**src/rtl/ac_pkg.sv**
```systemverilog
`default_nettype none
// ============================================================================
// Module   : ac_pkg
// Brief    : Shared widths, depth and FSM state encoding for the
//            Aho-Corasick goto-table lookup.
// Revision : 1.0 - initial release
// ============================================================================
package ac_pkg;

    // Default geometry of the goto table
    localparam int c_DEF_STATE_W = 8;
    localparam int c_DEF_CHAR_W  = 4;
    localparam int c_DEF_DEPTH   = 32;

    // Lookup controller states
    typedef enum logic [1:0] {
        IDLE = 2'd0,
        SCAN = 2'd1,
        RESP = 2'd2
    } ac_state_e;

endpackage : ac_pkg
`default_nettype wire

```
**src/rtl/ac_goto_table.sv**
```systemverilog
`default_nettype none
// ============================================================================
// Module   : ac_goto_table
// Brief    : Goto-table storage. One synchronous write port, one
//            asynchronous read port by index, valid bits cleared on reset.
// Revision : 1.0 - initial release
// ============================================================================
module ac_goto_table
    import ac_pkg::*;
#(
    parameter int STATE_W = c_DEF_STATE_W,
    parameter int CHAR_W  = c_DEF_CHAR_W,
    parameter int DEPTH   = c_DEF_DEPTH,
    localparam int ADDR_W = $clog2(DEPTH)
) (
    input  logic               CLK,
    input  logic               RST,
    input  logic               WR_EN,
    input  logic [ADDR_W-1:0]  WR_ADDR,
    input  logic               WR_VALID,
    input  logic [STATE_W-1:0] WR_STATE,
    input  logic [CHAR_W-1:0]  WR_CHAR,
    input  logic [STATE_W-1:0] WR_NEXT,
    input  logic [ADDR_W-1:0]  RD_ADDR,
    output logic               RD_VALID,
    output logic [STATE_W-1:0] RD_STATE,
    output logic [CHAR_W-1:0]  RD_CHAR,
    output logic [STATE_W-1:0] RD_NEXT
);

    logic [DEPTH-1:0]   r_valid;
    logic [STATE_W-1:0] r_state_mem [DEPTH];
    logic [CHAR_W-1:0]  r_char_mem  [DEPTH];
    logic [STATE_W-1:0] r_next_mem  [DEPTH];

    // Valid bits: reset clears all of them and takes priority over a write
    always_ff @(posedge CLK) begin
        if (RST) begin
            r_valid <= '0;
        end else if (WR_EN) begin
            r_valid[WR_ADDR] <= WR_VALID;
        end
    end

    // Entry payload: never reset, only meaningful while its valid bit is set
    always_ff @(posedge CLK) begin
        if (WR_EN) begin
            r_state_mem[WR_ADDR] <= WR_STATE;
            r_char_mem[WR_ADDR]  <= WR_CHAR;
            r_next_mem[WR_ADDR]  <= WR_NEXT;
        end
    end

    // Asynchronous read shows contents as of the start of the current cycle
    assign RD_VALID = r_valid[RD_ADDR];
    assign RD_STATE = r_state_mem[RD_ADDR];
    assign RD_CHAR  = r_char_mem[RD_ADDR];
    assign RD_NEXT  = r_next_mem[RD_ADDR];

endmodule : ac_goto_table
`default_nettype wire

```
**src/rtl/ac_goto_lookup.sv**
```systemverilog
`default_nettype none
// ============================================================================
// Module   : ac_goto_lookup
// Brief    : Sequential goto-function lookup. Scans the goto table one entry
//            per cycle for (state, char); lowest matching index wins. A miss
//            from the root state optionally resolves to a root self-loop.
// Revision : 1.0 - initial release
// ============================================================================
module ac_goto_lookup
    import ac_pkg::*;
#(
    parameter int STATE_W        = c_DEF_STATE_W,
    parameter int CHAR_W         = c_DEF_CHAR_W,
    parameter int DEPTH          = c_DEF_DEPTH,
    parameter int ROOT_SELF_LOOP = 1,
    localparam int ADDR_W        = $clog2(DEPTH)
) (
    input  logic               CLK,
    input  logic               RST,
    input  logic               WR_EN,
    input  logic [ADDR_W-1:0]  WR_ADDR,
    input  logic               WR_VALID,
    input  logic [STATE_W-1:0] WR_STATE,
    input  logic [CHAR_W-1:0]  WR_CHAR,
    input  logic [STATE_W-1:0] WR_NEXT,
    input  logic               REQ_VALID,
    output logic               REQ_READY,
    input  logic [STATE_W-1:0] REQ_STATE,
    input  logic [CHAR_W-1:0]  REQ_CHAR,
    output logic               RSP_VALID,
    input  logic               RSP_READY,
    output logic               RSP_HIT,
    output logic [STATE_W-1:0] RSP_NEXT,
    output logic [ADDR_W-1:0]  RSP_ADDR
);

    localparam logic [ADDR_W-1:0] c_LAST_ADDR = ADDR_W'(DEPTH - 1);

    ac_state_e          r_state;
    logic [ADDR_W-1:0]  r_ptr;
    logic [STATE_W-1:0] r_req_state;
    logic [CHAR_W-1:0]  r_req_char;
    logic               r_rsp_hit;
    logic [STATE_W-1:0] r_rsp_next;
    logic [ADDR_W-1:0]  r_rsp_addr;

    logic               w_rd_valid;
    logic [STATE_W-1:0] w_rd_state;
    logic [CHAR_W-1:0]  w_rd_char;
    logic [STATE_W-1:0] w_rd_next;
    logic               w_match;
    logic               w_root_miss;

    ac_goto_table #(
        .STATE_W (STATE_W),
        .CHAR_W  (CHAR_W),
        .DEPTH   (DEPTH)
    ) u_table (
        .CLK      (CLK),
        .RST      (RST),
        .WR_EN    (WR_EN),
        .WR_ADDR  (WR_ADDR),
        .WR_VALID (WR_VALID),
        .WR_STATE (WR_STATE),
        .WR_CHAR  (WR_CHAR),
        .WR_NEXT  (WR_NEXT),
        .RD_ADDR  (r_ptr),
        .RD_VALID (w_rd_valid),
        .RD_STATE (w_rd_state),
        .RD_CHAR  (w_rd_char),
        .RD_NEXT  (w_rd_next)
    );

    // Entry under the scan pointer matches the latched request
    assign w_match = w_rd_valid && (w_rd_state == r_req_state) && (w_rd_char == r_req_char);

    // Root state has an implicit transition to itself on every unmatched char
    assign w_root_miss = (ROOT_SELF_LOOP != 0) && (r_req_state == '0);

    // Lookup controller with registered response fields
    always_ff @(posedge CLK) begin
        if (RST) begin
            r_state     <= IDLE;
            r_ptr       <= '0;
            r_req_state <= '0;
            r_req_char  <= '0;
            r_rsp_hit   <= 1'b0;
            r_rsp_next  <= '0;
            r_rsp_addr  <= '0;
        end else begin
            case (r_state)
                IDLE: begin
                    if (REQ_VALID) begin
                        r_req_state <= REQ_STATE;
                        r_req_char  <= REQ_CHAR;
                        r_ptr       <= '0;
                        r_state     <= SCAN;
                    end
                end
                SCAN: begin
                    if (w_match) begin
                        r_rsp_hit  <= 1'b1;
                        r_rsp_next <= w_rd_next;
                        r_rsp_addr <= r_ptr;
                        r_state    <= RESP;
                    end else if (r_ptr == c_LAST_ADDR) begin
                        // Exhausted the table; pointer stays put, no wrap
                        r_rsp_hit  <= w_root_miss;
                        r_rsp_next <= '0;
                        r_rsp_addr <= '0;
                        r_state    <= RESP;
                    end else begin
                        r_ptr <= r_ptr + ADDR_W'(1);
                    end
                end
                RESP: begin
                    if (RSP_READY) begin
                        r_rsp_hit  <= 1'b0;
                        r_rsp_next <= '0;
                        r_rsp_addr <= '0;
                        r_state    <= IDLE;
                    end
                end
                default: begin
                    r_state <= IDLE;
                end
            endcase
        end
    end

    assign REQ_READY = (r_state == IDLE);
    assign RSP_VALID = (r_state == RESP);
    assign RSP_HIT   = r_rsp_hit;
    assign RSP_NEXT  = r_rsp_next;
    assign RSP_ADDR  = r_rsp_addr;

endmodule : ac_goto_lookup
`default_nettype wire

```
**config.mk**
```make
export PLATFORM = sky130hd
export DESIGN_NAME = ac_goto_lookup
export DESIGN_NICKNAME = d
export VERILOG_FILES = /design/src/rtl/ac_pkg.sv /design/src/rtl/ac_goto_table.sv /design/src/rtl/ac_goto_lookup.sv
export SDC_FILE = /design/constraint.sdc
export NUM_CORES = 1
export LEC_CHECK = 0
export ABC_AREA = 0
export BUFFER_PORTS_ARGS = -buffer_cell sky130_fd_sc_hd__buf_2
export CAP_MARGIN = 10
export CORE_MARGIN = 3
export CORE_UTILIZATION = 40
export DETAILED_ROUTE_END_ITERATION = 8
export GPL_ROUTABILITY_DRIVEN = 1
export GPL_TIMING_DRIVEN = 0
export PLACE_DENSITY_LB_ADDON = 0.1
export RECOVER_POWER = 50
export SYNTH_ARGS = -nofsm -noshare
export SYNTH_HDL_FRONTEND = slang
export SYNTH_SLANG_ARGS = --single-unit
```
**constraint.sdc**
```tcl
create_clock -name CLK -period 4.25 [get_ports CLK]
set_input_delay 0.2125 -clock CLK [delete_from_list [all_inputs] [get_ports CLK]]
set_output_delay 0.2125 -clock CLK [all_outputs]
set_load 0.05 [all_outputs]
```
==> flow_results.org <==
** CTS
- Source-to-sink clock delay at the later pin of the worst-skew pair :: around 610 ps
- After clock tree synthesis, the clock-pin slew on the worst setup and hold paths is 60 ps.
- The H-tree was split into 3 levels.
- Num CTS Buffers :: between 70 and 80
- Clock tree from TritonCTS :: built
- Clock Tree Buf Depth :: 3
- Cell chosen for the clock root :: sky130_fd_sc_hd__clkbuf_16
- Sink count of the clock tree :: 710

** Global routing
- Global-route total usage across every layer :: 0.221
- The initial antenna violation count is 3.
- After global routing the overflow that remains totals 0.
- Pin count of the biggest net entering global routing :: 33
- First-pass GRT wire length :: between 100000 and 150000 µm
- The number of global-route vias before repair is 14900.

** Pwr
- VDD sags by at most 0.266 mV.
- The analysis attributes to net switching a power of around 3.2 mW.
- Combinational power share :: 0.050
- The share of total power dissipated in the clock network is 0.441.
- Fraction of power spent switching nets :: 0.212
- Final Power :: approximately 15 mW
- Internal power contribution :: 12.0 mW
- For this design the static power due to leakage is slightly above 10 nW.
- Power density of the placed cells :: approximately 460 nW/µm²
- Register share of total power :: 0.509

** Detailed routing
- For this run, design rule violations remaining after detail routing come to 0.
- Vias post-DR :: ~15000
- The detailed router finished its first iteration with 1403 violations.
- Number of vias per cell :: roughly 5.8
- In the final routed layout, each cell accounts on average for 31.3 µm.
- Before antenna repair, the detailed router went through 5 iterations.
- Routed WL :: between 70000 and 80000 µm
- Detail Route Antenna Nets :: 0

** Critical path
- The worst setup path is launched from a register.
- The signal on the critical path passes through buf_2, buf_4, buf_2, nor2_2, a32oi_1, nand2_1, xnor2_1, or4b_4, nor4_1, nand3_1, buf_4, o2bb2ai_2.
- STA puts the critical path data required time at 4790 ps.
- CP arrival :: around 4600 ps
- Maximum fanout count along the critical path :: 10
- The setup check on the worst reg-to-reg path leaves a slack of 150 ps.
- Worst reg2reg path endpoint :: RSP_ADDR[3]$_SDFFE_PP0P_
- Endpoint kind of the worst setup timing path :: register
- Depth of the worst register-to-register path :: 12
- The critical path in this run is classified as register to register.
- The largest individual stage delay along the critical path comes from the cell sky130_fd_sc_hd__or4b_4.
- Longest individual stage delay on the worst path :: just over 600 ps
- Worst setup path endpoint :: RSP_ADDR[3]$_SDFFE_PP0P_

** Synth
- Number of enable-type register cells in the synthesized netlist :: 640
- Post-synthesis sequential area ratio :: 0.747
- Predominant post-synthesis flop cell :: sky130_fd_sc_hd__edfxtp_1
- Async set-or-reset flop fraction in the synthesized netlist :: 0
- In this run the cell area of the synthesized design comes to 27600 µm².
- Flops & latches, synth :: 710
- Cells after Synth :: approximately 1400
- Yosys mapped the design onto 56 distinct sky130hd cell types.
- Syn. warnings :: 0
- Average footprint of a synthesized cell :: roughly 20 µm²
- The number of nets handed over by synthesis was around 1400.

** Timing
- # setup viols final :: 0
- The worst path in the final design needs a cycle of between 4000 and 5000 ps, including I/O delays and setup.
- The number of failing hold endpoints at the final stage was 0.
- Clock skew :: between 30 and 40 ps
- Max-slew violation total from the final report :: 19
- Setup repair after global routing left no endpoint under its margin.
- In the finished design, the share of the clock period the worst path needs comes to 0.964.
- Max Fclk :: between 0.2 and 0.25 GHz
- The worst pin sits at a relative slew slack of -0.239.
- At the pin with the least slew margin, the transition time is roughly 1900 ps.
- Sum Neg Setup Slack :: 0 ps

** Min path
- In this run the worst hold path is classified as input port to register.

** Final layout
- Post-synthesis to final-layout area growth :: 18.3%
- Count of fill cells added during filler insertion :: roughly 5600
- In the final layout, the share of cells above drive strength 1 is 0.283.
- Nets :: roughly 1600
- Post-Layout Inst Area :: 32600 µm²

** Placed design
- DP HPWL :: 49900 µm
- Port buffer count :: 58
- RD Place Congestion :: between 0.8 and 0.9
- After detailed placement, the total cell area comes to ~30000 µm².

** Run status
- The checks that failed: capacitance limit, slew limit.
- The flow ran to the end, but the final reports show violations.

** Floorplan
- Site Rows :: between 90 and 100
- For this configuration, the core starts out at a cell density of 0.407.
- Floorplan Core Area :: just under 70000 µm²
- Top-level I/O count :: between 50 and 60
- From left edge to right edge, the die measures roughly 270 µm.
- The die is between 200 and 300 µm tall.
- Die Outline Area :: just over 70000 µm²

** Flow run
- Max-cap violations :: 3
[cell usage in the layout, fill, tap and decap left out, types with 10 or more instances in the layout]
| master | synthesis | layout |
|---|---|---|
| sky130_fd_sc_hd__a21oi_1 | 57 | 56 |
| sky130_fd_sc_hd__mux4_2 | 178 | 178 |
| sky130_fd_sc_hd__nor2_4 | 0 | 24 |
| sky130_fd_sc_hd__clkinv_2 | 0 | 11 |
| sky130_fd_sc_hd__buf_2 | 22 | 43 |
| sky130_fd_sc_hd__buf_6 | 2 | 10 |
| sky130_fd_sc_hd__clkbuf_1 | 38 | 68 |
| sky130_fd_sc_hd__nor2_1 | 39 | 14 |
| sky130_fd_sc_hd__o21ai_0 | 33 | 33 |
| sky130_fd_sc_hd__buf_12 | 0 | 24 |
| sky130_fd_sc_hd__clkbuf_16 | 0 | 82 |
| sky130_fd_sc_hd__edfxtp_1 | 640 | 640 |
| sky130_fd_sc_hd__nand3_1 | 18 | 15 |
| sky130_fd_sc_hd__clkbuf_2 | 0 | 10 |
| sky130_fd_sc_hd__dlygate4sd3_1 | 0 | 15 |
| sky130_fd_sc_hd__dfxtp_1 | 70 | 69 |
| sky130_fd_sc_hd__mux2i_1 | 41 | 40 |
| sky130_fd_sc_hd__buf_4 | 9 | 14 |
| sky130_fd_sc_hd__o2bb2ai_2 | 10 | 10 |
| sky130_fd_sc_hd__clkinv_1 | 1 | 13 |
| sky130_fd_sc_hd__nand2_1 | 107 | 106 |
[Yosys cell counts (3+ instances only)]
master	n	area, µm²
sky130_fd_sc_hd__nand3_1	18	90.1
sky130_fd_sc_hd__a32oi_1	4	35.0
sky130_fd_sc_hd__inv_1	8	30.0
sky130_fd_sc_hd__buf_1	3	11.3
sky130_fd_sc_hd__a22oi_1	9	67.6
sky130_fd_sc_hd__buf_2	22	110
sky130_fd_sc_hd__nor2b_1	9	56.3
sky130_fd_sc_hd__dfxtp_1	70	1400
sky130_fd_sc_hd__mux4_1	3	78.8
sky130_fd_sc_hd__o2bb2ai_1	4	35.0
sky130_fd_sc_hd__and3_1	5	31.3
sky130_fd_sc_hd__nor4_1	3	18.8
sky130_fd_sc_hd__or3b_2	3	26.3
sky130_fd_sc_hd__o21ai_0	33	165
sky130_fd_sc_hd__edfxtp_1	640	19200
sky130_fd_sc_hd__nor2_1	39	146
sky130_fd_sc_hd__clkbuf_1	38	143
sky130_fd_sc_hd__xor2_1	8	70.1
sky130_fd_sc_hd__mux2_2	4	45.0
sky130_fd_sc_hd__nand2_1	107	402
sky130_fd_sc_hd__mux2i_1	41	410
sky130_fd_sc_hd__nand3b_1	5	37.5
sky130_fd_sc_hd__nand2b_1	4	25.0
sky130_fd_sc_hd__o211ai_1	7	52.6
sky130_fd_sc_hd__mux4_2	178	4010
sky130_fd_sc_hd__buf_4	9	67.6
sky130_fd_sc_hd__o2bb2ai_2	10	150
sky130_fd_sc_hd__nand4_1	7	43.8
sky130_fd_sc_hd__a21oi_1	57	285
[registers in the layout, indices dropped and copies added (netlist names), named ones only]
name	cells
r_req_state	8
RSP_ADDR	5
u_table.r_next_mem	256
RSP_HIT	1
u_table.r_char_mem	128
r_req_char	4
u_table.r_state_mem	256
r_state	2
u_table.r_valid	32
r_ptr	5
RSP_NEXT	8
[worst min-delay path by stage]
stage	end	cells after the start	slack, ps	from
after floorplan	u_table.r_char_mem[0][0]$_DFFE_PP_	0	310	WR_CHAR[0]
after global placement	RSP_NEXT[2]$_SDFFE_PP0P_	1	460	RSP_NEXT[2]$_SDFFE_PP0P_
after detailed placement	RSP_ADDR[0]$_SDFFE_PP0P_	1	450	RSP_ADDR[0]$_SDFFE_PP0P_
after CTS	r_req_state[7]$_SDFFE_PP0P_	4	10	REQ_VALID
after global routing	r_req_state[7]$_SDFFE_PP0P_	4	50	REQ_VALID
final	r_req_state[7]$_SDFFE_PP0P_	4	40	REQ_VALID
[critical path, delay by kind of cell, from the launching register on]
kind,cells,cell delay [ps]
AO/OA/AOI/OAI,2,480
XOR/XNOR,1,220
buffers and inverters,4,1250
flip-flops,1,360
AND/OR/NAND/NOR,5,1700
[power groups by stage]
stage	logic, mW	registers, mW	clock network, mW
floorplan	0.428	7.86	0
global placement	0.701	7.87	0
detailed placement	0.743	7.87	0
CTS	0.765	7.72	6.84
global route	0.812	7.73	7.13
finish	0.755	7.73	6.69
[repair_timing]
| action | in CTS | in global routing |
|---|---|---|
| pin swaps | 1 | 1 |
| buffers inserted | 0 | 1 |
| setup endpoints to repair | 26 | 26 |
| endpoints found under the hold margin | 18 | 0 |
| gates resized for setup | 36 | 17 |
| hold buffers | 15 | 0 |
[layout make-up]
| cell class | instances | area, µm² | share of cell area |
|---|---|---|---|
| Sequential cell | 710 | 20600 | 0.632 |
| Multi-Input combinational cell | 589 | 6810 | 0.209 |
| Clock buffer | 104 | 2170 | 0.0666 |
| Timing Repair Buffer | 106 | 1120 | 0.0343 |
| Tap cell | 873 | 1090 | 0.0335 |
| Buffer | 72 | 432 | 0.0132 |
| Clock inverter | 36 | 354 | 0.0108 |
| Inverter | 9 | 33.8 | 0.00104 |
| Antenna cell | 1 | 2.50 | 0.0000767 |
[metal layers]
layer	global-route usage	part of all wire	up-vias
li1	-	-	6072
met3	0.0385	0.059	101
met1	0.308	0.43	7914
met5	0	0.00017	-
met2	0.364	0.49	502
met4	0.0566	0.019	2
[per-stage QoR]
stage	cells	setup WS, ps	utilization	hold WS, ps
6_report	2500	152	0.482	43.5
5_1_grt	2499	6.47	0.482	53.2
4_1_cts	2499	12.0	0.482	10.3
3_5_place_dp	2345	-836	0.442	454
3_3_place_gp	2313	-780	0.428	456
2_1_floorplan	1382	747	-	311
[kinds of logic (layout without fill, tap and decap cells)]
| kind of cell | count (synthesis) | in the layout | synth area share |
|---|---|---|---|
| DFF | 710 | 710 | 0.747 |
| muxes | 226 | 226 | 0.165 |
| and+or+nand+nor | 209 | 209 | 0.0342 |
| AOI/OAI and AO/OA | 143 | 143 | 0.0359 |
| buffers and inverters | 83 | 327 | 0.0141 |
| xor gates and xnor gates | 9 | 9 | 0.00286 |
| adders and majority gates | 2 | 2 | 0.000907 |
| other | 0 | 1 | 0 |
Power figures use the tool's default switching activity.
